<file path="src/rtl/multicycle_ctrl.sv">
// Multi-cycle main control FSM for the MIPS-subset CPU: FETCH/DECODE/EXEC/MEM/WB
// sequencing with a variable-latency memory handshake, wait timeout, illegal-op trap and retire counter.
module multicycle_ctrl #(
    parameter int MAX_WAIT = 15,
    parameter int WAIT_W   = 4,
    parameter int CNT_W    = 32
) (
    input  logic             clk_i,
    input  logic             rst_i,
    input  logic [5:0]       instr_op_i,
    input  logic             zero_i,
    input  logic             mem_ready_i,
    output logic             PC_Write_o,
    output logic             IR_Write_o,
    output logic             IorD_o,
    output logic             MEM_Read_o,
    output logic             MEM_Write_o,
    output logic             RegWrite_o,
    output logic [1:0]       RegDst_o,
    output logic [1:0]       MEM2Reg_o,
    output logic             ALUSrcA_o,
    output logic [1:0]       ALUSrcB_o,
    output logic [2:0]       ALU_op_o,
    output logic [1:0]       PCSrc_o,
    output logic             Branch_o,
    output logic             instr_done_o,
    output logic             illegal_o,
    output logic             timeout_o,
    output logic [2:0]       state_o,
    output logic [CNT_W-1:0] instr_cnt_o
);

    typedef enum logic [2:0] {
        FETCH  = 3'd0,
        DECODE = 3'd1,
        EXEC   = 3'd2,
        MEM    = 3'd3,
        WB     = 3'd4
    } state_e;

    typedef enum logic [3:0] {
        C_R, C_J, C_JAL, C_BEQ, C_SLTI, C_IMM, C_LW, C_SW, C_ILL
    } cls_e;

    localparam logic [WAIT_W-1:0] WAIT_LAST = WAIT_W'(MAX_WAIT - 1);

    function automatic cls_e classify(input logic [5:0] op);
        cls_e c;
        if (op == 6'b000000)           c = C_R;
        else if (op == 6'b000010)      c = C_J;
        else if (op == 6'b000011)      c = C_JAL;
        else if (op == 6'b000100)      c = C_BEQ;
        else if (op == 6'b001010)      c = C_SLTI;
        else if (op[5:3] == 3'b001)    c = C_IMM;
        else if (op == 6'b100011)      c = C_LW;
        else if (op == 6'b101011)      c = C_SW;
        else                           c = C_ILL;
        return c;
    endfunction

    state_e            state_q, state_d;
    logic [WAIT_W-1:0] wait_cnt_q, wait_cnt_d;
    logic [5:0]        op_q, op_d;
    logic [CNT_W-1:0]  instr_cnt_q, instr_cnt_d;

    cls_e cls_in, cls_q;
    logic pc_w, ir_w, mem_rd, mem_wr, reg_w, done, ill, tmo;

    assign cls_in = classify(instr_op_i);
    assign cls_q  = classify(op_q);

    always_comb begin
        state_d    = state_q;
        wait_cnt_d = '0;
        op_d       = op_q;
        pc_w       = 1'b0;
        ir_w       = 1'b0;
        mem_rd     = 1'b0;
        mem_wr     = 1'b0;
        reg_w      = 1'b0;
        done       = 1'b0;
        ill        = 1'b0;
        tmo        = 1'b0;
        IorD_o     = 1'b0;
        RegDst_o   = 2'b00;
        MEM2Reg_o  = 2'b00;
        ALUSrcA_o  = 1'b0;
        ALUSrcB_o  = 2'b00;
        ALU_op_o   = 3'b000;
        PCSrc_o    = 2'b00;
        Branch_o   = 1'b0;
        unique case (state_q)
            FETCH: begin
                mem_rd    = 1'b1;
                ALUSrcB_o = 2'b01;
                ALU_op_o  = 3'b100;
                if (mem_ready_i) begin
                    ir_w    = 1'b1;
                    pc_w    = 1'b1;
                    state_d = DECODE;
                end else if (wait_cnt_q == WAIT_LAST) begin
                    tmo = 1'b1;
                end else begin
                    wait_cnt_d = wait_cnt_q + 1'b1;
                end
            end
            DECODE: begin
                op_d      = instr_op_i;
                ALUSrcB_o = 2'b11;
                ALU_op_o  = 3'b100;
                case (cls_in)
                    C_J: begin
                        pc_w    = 1'b1;
                        PCSrc_o = 2'b10;
                        done    = 1'b1;
                        state_d = FETCH;
                    end
                    C_JAL:   state_d = WB;
                    C_ILL: begin
                        ill     = 1'b1;
                        state_d = FETCH;
                    end
                    default: state_d = EXEC;
                endcase
            end
            EXEC: begin
                ALUSrcA_o = 1'b1;
                state_d   = WB;
                case (cls_q)
                    C_R: begin
                        ALUSrcB_o = 2'b00;
                        ALU_op_o  = 3'b010;
                    end
                    C_SLTI: begin
                        ALUSrcB_o = 2'b10;
                        ALU_op_o  = 3'b111;
                    end
                    C_LW, C_SW: begin
                        ALUSrcB_o = 2'b10;
                        ALU_op_o  = 3'b100;
                        state_d   = MEM;
                    end
                    C_BEQ: begin
                        ALUSrcB_o = 2'b00;
                        ALU_op_o  = 3'b101;
                        Branch_o  = 1'b1;
                        PCSrc_o   = 2'b01;
                        pc_w      = zero_i;
                        done      = 1'b1;
                        state_d   = FETCH;
                    end
                    default: begin
                        ALUSrcB_o = 2'b10;
                        ALU_op_o  = 3'b100;
                    end
                endcase
            end
            MEM: begin
                IorD_o = 1'b1;
                mem_rd = (cls_q == C_LW);
                mem_wr = (cls_q == C_SW);
                if (mem_ready_i) begin
                    if (cls_q == C_LW) begin
                        state_d = WB;
                    end else begin
                        done    = 1'b1;
                        state_d = FETCH;
                    end
                end else if (wait_cnt_q == WAIT_LAST) begin
                    tmo     = 1'b1;
                    state_d = FETCH;
                end else begin
                    wait_cnt_d = wait_cnt_q + 1'b1;
                end
            end
            WB: begin
                reg_w   = 1'b1;
                done    = 1'b1;
                state_d = FETCH;
                case (cls_q)
                    C_R:  RegDst_o = 2'b01;
                    C_LW: MEM2Reg_o = 2'b01;
                    C_JAL: begin
                        RegDst_o  = 2'b10;
                        MEM2Reg_o = 2'b10;
                        pc_w      = 1'b1;
                        PCSrc_o   = 2'b10;
                    end
                    default: ;
                endcase
            end
            default: state_d = FETCH;
        endcase
    end

    // Strobes and pulses are masked during reset so nothing leaks onto the datapath.
    assign PC_Write_o   = pc_w   & ~rst_i;
    assign IR_Write_o   = ir_w   & ~rst_i;
    assign MEM_Read_o   = mem_rd & ~rst_i;
    assign MEM_Write_o  = mem_wr & ~rst_i;
    assign RegWrite_o   = reg_w  & ~rst_i;
    assign instr_done_o = done   & ~rst_i;
    assign illegal_o    = ill    & ~rst_i;
    assign timeout_o    = tmo    & ~rst_i;
    assign state_o      = state_q;
    assign instr_cnt_o  = instr_cnt_q;

    assign instr_cnt_d = instr_cnt_q + (done ? CNT_W'(1) : CNT_W'(0));

    always_ff @(posedge clk_i or posedge rst_i) begin
        if (rst_i) begin
            state_q     <= FETCH;
            wait_cnt_q  <= '0;
            op_q        <= '0;
            instr_cnt_q <= '0;
        end else begin
            state_q     <= state_d;
            wait_cnt_q  <= wait_cnt_d;
            op_q        <= op_d;
            instr_cnt_q <= instr_cnt_d;
        end
    end

endmodule

</file>
<file path="config.mk">
export PLATFORM = sky130hd
export DESIGN_NAME = multicycle_ctrl
export DESIGN_NICKNAME = d
export VERILOG_FILES = /design/src/rtl/multicycle_ctrl.sv
export SDC_FILE = /design/constraint.sdc
export NUM_CORES = 1
export LEC_CHECK = 0
export CAP_MARGIN = 20
export CORE_MARGIN = 5
export CORE_UTILIZATION = 47
export DETAILED_ROUTE_END_ITERATION = 10
export PLACE_DENSITY = 0.9
export SLEW_MARGIN = 20
export SYNTH_ARGS = -nofsm -noshare
export SYNTH_HDL_FRONTEND = slang
export SYNTH_SLANG_ARGS = --single-unit
</file>
<file path="constraint.sdc">
create_clock -name clk_i -period 3.6 [get_ports clk_i]
set_clock_uncertainty 0.2 [all_clocks]
set_input_delay 0.72 -clock clk_i [delete_from_list [all_inputs] [get_ports clk_i]]
set_output_delay 0.72 -clock clk_i [all_outputs]
set_load 0.1 [all_outputs]
</file>
==> impl_metrics.json <==
{
  "status": "finished, final reports clean",
  "fin_crit_sh": 0.986,
  "clock_latency_ns": 0.30,
  "setup_tns_ns": 0,
  "cp.buffers_inverters": 3,
  "synthSimpleGateAreaFrac": 0.261,
  "grt-ovfl-total": 0,
  "layout-area-overhead-vs-synth_pct": 46.1,
  "io_buffer_count": 66,
  "max_freq_ghz": 0.282,
  "synth_compound_area_frac": 0.0470,
  "post-cts-setup-buffers": 0,
  "rr_worst_depth": 11,
  "yosys-mux-area-fraction": 0.0246,
  "gpl.final_weighted_congestion": 0.812,
  "worst_slew_margin_rel": 0.642,
  "finalWorstPathRequiredPeriod_ns": 3.55,
  "critPathMaxStageDelay_ns": 0.43,
  "total_clock_buffers_created_by_cts": 5,
  "timing_worst_slew_pin_value_ns": 0.532,
  "crit_slowest_cell": "sky130_fd_sc_hd__clkdlybuf4s50_1",
  "detailedRoute.firstPassIterationCount": 4,
  "worst-r2r-setup-slack_ns": 0.65,
  "clockBufferDepth": 2,
  "p_leak_nw": 1.54,
  "placementRows": 25,
  "placed_cells_incl_taps": 367,
  "fp.dieArea_mm2": 0.00637,
  "postSynthAreaPerCell_um2": 10.0,
  "cts_tree": "done",
  "min_path_type": "reg2reg",
  "timing.critical_path.arrival_ns": 2.63,
  "synth-adder-area-share": 0.0219,
  "drt-vias-per-instance": 5.40,
  "synth_cells": 228,
  "ys_types": 38,
  "holdBufCountCts": 0,
  "grt_antenna_before_repair": 0,
  "grt_max_degree": 46,
  "grt_pass1_wl_um": 9350,
  "launching_point_of_the_worst_reg2reg_path": "op_q[3]$_DFFE_PP0P_",
  "finalNonFillerCells": 375,
  "synth-warning-count": 0,
  "hold_wc_startpoint": "instr_cnt_o[31]$_DFF_PP0_",
  "n_fill_cell": 384,
  "cts.repair.resized": 0,
  "worst_min_delay_path_endpoint": "instr_cnt_o[31]$_DFF_PP0_",
  "drv_cap": 0,
  "cp_max_fo": 3,
  "synthTopCellsByArea": "sky130_fd_sc_hd__dfrtp_1 49%, sky130_fd_sc_hd__xnor2_1 10%, sky130_fd_sc_hd__nand3_1 4.2%",
  "p_per_area_mw_per_mm2": 467,
  "syn-cell-area_mm2": 0.00229,
  "finalWirelength_um": 5600,
  "yosysTopAreaCellShare": 0.492,
  "detailed_place_hpwl_um": 4300,
  "start_kind": "primary input",
  "die-width_um": 79.8,
  "path_class": "in2out",
  "route.detailed.wl_per_inst_um": 14.9,
  "r2r_end": "instr_cnt_o[18]$_DFF_PP0_",
  "final_layout_size_suffix_gt1_frac": 0.357,
  "drt_first_iter_violations": 62,
  "io_pins": 67,
  "cts-htree-levels": 2,
  "synth_top_family_by_area": "simple AND/OR/NAND/NOR gates",
  "yosys_register_bits": 45,
  "numClockSinks": 45,
  "start_util": 0.485,
  "endpoint_kind": "output port",
  "max_transition_viols_final": 0,
  "clk_pin_slew_worst_paths_ns": 0.08,
  "synth-seq-area-share": 0.492,
  "synth_xor_xnor_area_share": 0.126,
  "net_count_after_synthesis": 242,
  "cp_top_family": "simple AND/OR/NAND/NOR gates",
  "irDropWorstVdd_mv": 0.349,
  "ant_nets": 0,
  "cell_seen_most_often_among_critical_path_stages": "sky130_fd_sc_hd__buf_12",
  "route.detailed.drc": 0,
  "setup_violations": 0,
  "timing.final.hold_violations": 0,
  "root_driver": "sky130_fd_sc_hd__clkbuf_8",
  "critical_path.cell_chain": "clkdlybuf4s50_1 > nand2b_1 > or4_4 > or3_4 > buf_12 > a31oi_4 > buf_12",
  "via_count_of_the_first_global_routing_pass": 1994,
  "num_antenna_cells": 0,
  "netlist.top_cell.by_area": "sky130_fd_sc_hd__dfrtp_1",
  "num-nets-final": 321,
  "grt_setup_unrepaired": "false",
  "fp.coreArea_mm2": 0.00472,
  "cp_data_required_time_ns": 2.68,
  "die-height_um": 79.8,
  "worstHoldPathCells": 1,
  "worst_hold_slack_ns": 0.291,
  "grt.total_usage": 0.188,
  "vias": 2025
}
[worst max-delay path by stage]
| stage | start | to | depth (start not counted) |
|---|---|---|---|
| 4_1_cts | instr_op_i[2] | instr_done_o | 7 |
| 2_1_floorplan | state_o[2]$_DFFE_PP0P_ | instr_cnt_o[18]$_DFF_PP0_ | 14 |
| 3_3_place_gp | instr_op_i[2] | instr_cnt_o[26]$_DFF_PP0_ | 12 |
| 5_1_grt | instr_op_i[2] | instr_done_o | 7 |
| 3_5_place_dp | instr_op_i[2] | instr_cnt_o[18]$_DFF_PP0_ | 12 |
| 6_report | instr_op_i[2] | instr_done_o | 7 |
[cell usage after synthesis]
cell / instances
sky130_fd_sc_hd__mux2_2: 5
sky130_fd_sc_hd__nand4_1: 11
sky130_fd_sc_hd__clkbuf_1: 3
sky130_fd_sc_hd__inv_1: 6
sky130_fd_sc_hd__and3b_1: 2
sky130_fd_sc_hd__xnor2_1: 27
sky130_fd_sc_hd__nor2b_1: 2
sky130_fd_sc_hd__a41oi_1: 1
sky130_fd_sc_hd__nor3_1: 7
sky130_fd_sc_hd__a31oi_1: 3
sky130_fd_sc_hd__or3_1: 1
sky130_fd_sc_hd__a21oi_1: 3
sky130_fd_sc_hd__a21o_1: 1
sky130_fd_sc_hd__nand2_2: 1
sky130_fd_sc_hd__o22ai_1: 1
sky130_fd_sc_hd__a41o_2: 1
sky130_fd_sc_hd__or3_4: 1
sky130_fd_sc_hd__and3_1: 5
sky130_fd_sc_hd__and2_1: 4
sky130_fd_sc_hd__o21bai_1: 1
sky130_fd_sc_hd__a311o_1: 1
sky130_fd_sc_hd__nor4bb_1: 1
sky130_fd_sc_hd__xor2_1: 6
sky130_fd_sc_hd__or4_1: 1
sky130_fd_sc_hd__nor2_1: 21
sky130_fd_sc_hd__or4_4: 1
sky130_fd_sc_hd__o21ai_0: 1
sky130_fd_sc_hd__nand2_1: 22
sky130_fd_sc_hd__dfrtp_1: 45
sky130_fd_sc_hd__a2111oi_0: 1
sky130_fd_sc_hd__and4_1: 7
sky130_fd_sc_hd__ha_1: 4
sky130_fd_sc_hd__nor4b_1: 1
sky130_fd_sc_hd__buf_2: 6
sky130_fd_sc_hd__a21o_2: 1
sky130_fd_sc_hd__nand3_1: 19
sky130_fd_sc_hd__nand2b_1: 2
sky130_fd_sc_hd__nand3b_1: 2
[state kept, by name (all words and copies together), names as in the netlist]
name         flops
op_q             6
wait_cnt_q       4
state_o          3
instr_cnt_o     32
[cell type report]
type                       count  area (µm²)  area share
inverter                       6        26.3     0.00785
timing repair buffer          81         756       0.226
clock buffer                   6        72.6      0.0217
clock inverter                 2        10.0     0.00299
tap                           67        83.8      0.0251
sequential                    45        1140       0.340
multi-input combinational    168        1260       0.377
[routing by layer]
layer	vias up	wire [µm]	part of all wire	global-route usage
met2	69	2700	0.48	0.316
met4	0	85	0.015	0.0743
li1	952	-	-	-
met1	995	2450	0.44	0.236
met3	9	366	0.065	0.0406
met5	-	0	0	0
[power breakdown]
group          switching [mW]  internal [mW]
combinational           0.434          0.171
clock                   0.164          0.135
sequential             0.0932          0.565
total                   0.690          0.870
[kinds of logic (layout without fill, tap and decap cells)]
| logic type | count (synthesis) | after routing |
|---|---|---|
| flops | 45 | 45 |
| fa+ha+maj | 4 | 4 |
| buf+inv | 15 | 95 |
| mux | 5 | 5 |
| xor+xnor | 33 | 33 |
| simple gates | 111 | 111 |
| compound gates | 15 | 15 |
[through the flow]
| stage | setup slack [ns] | utilization | area [µm²] | power, mW |
|---|---|---|---|---|
| floorplan | -0.0743 | - | 2480 | 1.12 |
| global placement | -0.0106 | 0.691 | 3260 | 1.26 |
| detailed placement | -0.152 | 0.691 | 3260 | 1.28 |
| CTS | 0.0495 | 0.708 | 3350 | 1.58 |
| global route | 0.00995 | 0.708 | 3350 | 1.64 |
| finish | 0.0518 | 0.708 | 3350 | 1.56 |
[worst reg2reg max path, cell delays in order, from the launching register on]
cell                      delay, ns
sky130_fd_sc_hd__dfrtp_1       0.47
sky130_fd_sc_hd__nor3_1        0.50
sky130_fd_sc_hd__and4_4        0.35
sky130_fd_sc_hd__a31oi_4       0.05
sky130_fd_sc_hd__nand3_1       0.15
sky130_fd_sc_hd__ha_2          0.20
sky130_fd_sc_hd__ha_2          0.18
sky130_fd_sc_hd__nand3_2       0.09
sky130_fd_sc_hd__nor3_2        0.16
sky130_fd_sc_hd__buf_4         0.21
sky130_fd_sc_hd__nand4_1       0.14
sky130_fd_sc_hd__xnor2_1       0.15
[placed cells by master (no fill, tap or decap), types with 4 or more instances in the layout]
cell type and n:
sky130_fd_sc_hd__buf_12 10, sky130_fd_sc_hd__dfrtp_1 42, sky130_fd_sc_hd__nand2_1 22, sky130_fd_sc_hd__and3_1 5, sky130_fd_sc_hd__and2_1 4, sky130_fd_sc_hd__nor2_1 18
sky130_fd_sc_hd__nand4_1 11, sky130_fd_sc_hd__xor2_1 6, sky130_fd_sc_hd__clkdlybuf4s50_1 9, sky130_fd_sc_hd__buf_4 62, sky130_fd_sc_hd__clkbuf_8 5, sky130_fd_sc_hd__nand3_1 18
sky130_fd_sc_hd__xnor2_1 27, sky130_fd_sc_hd__and4_1 6, sky130_fd_sc_hd__mux2_2 5, sky130_fd_sc_hd__inv_1 4
Power figures use the tool's default switching activity.
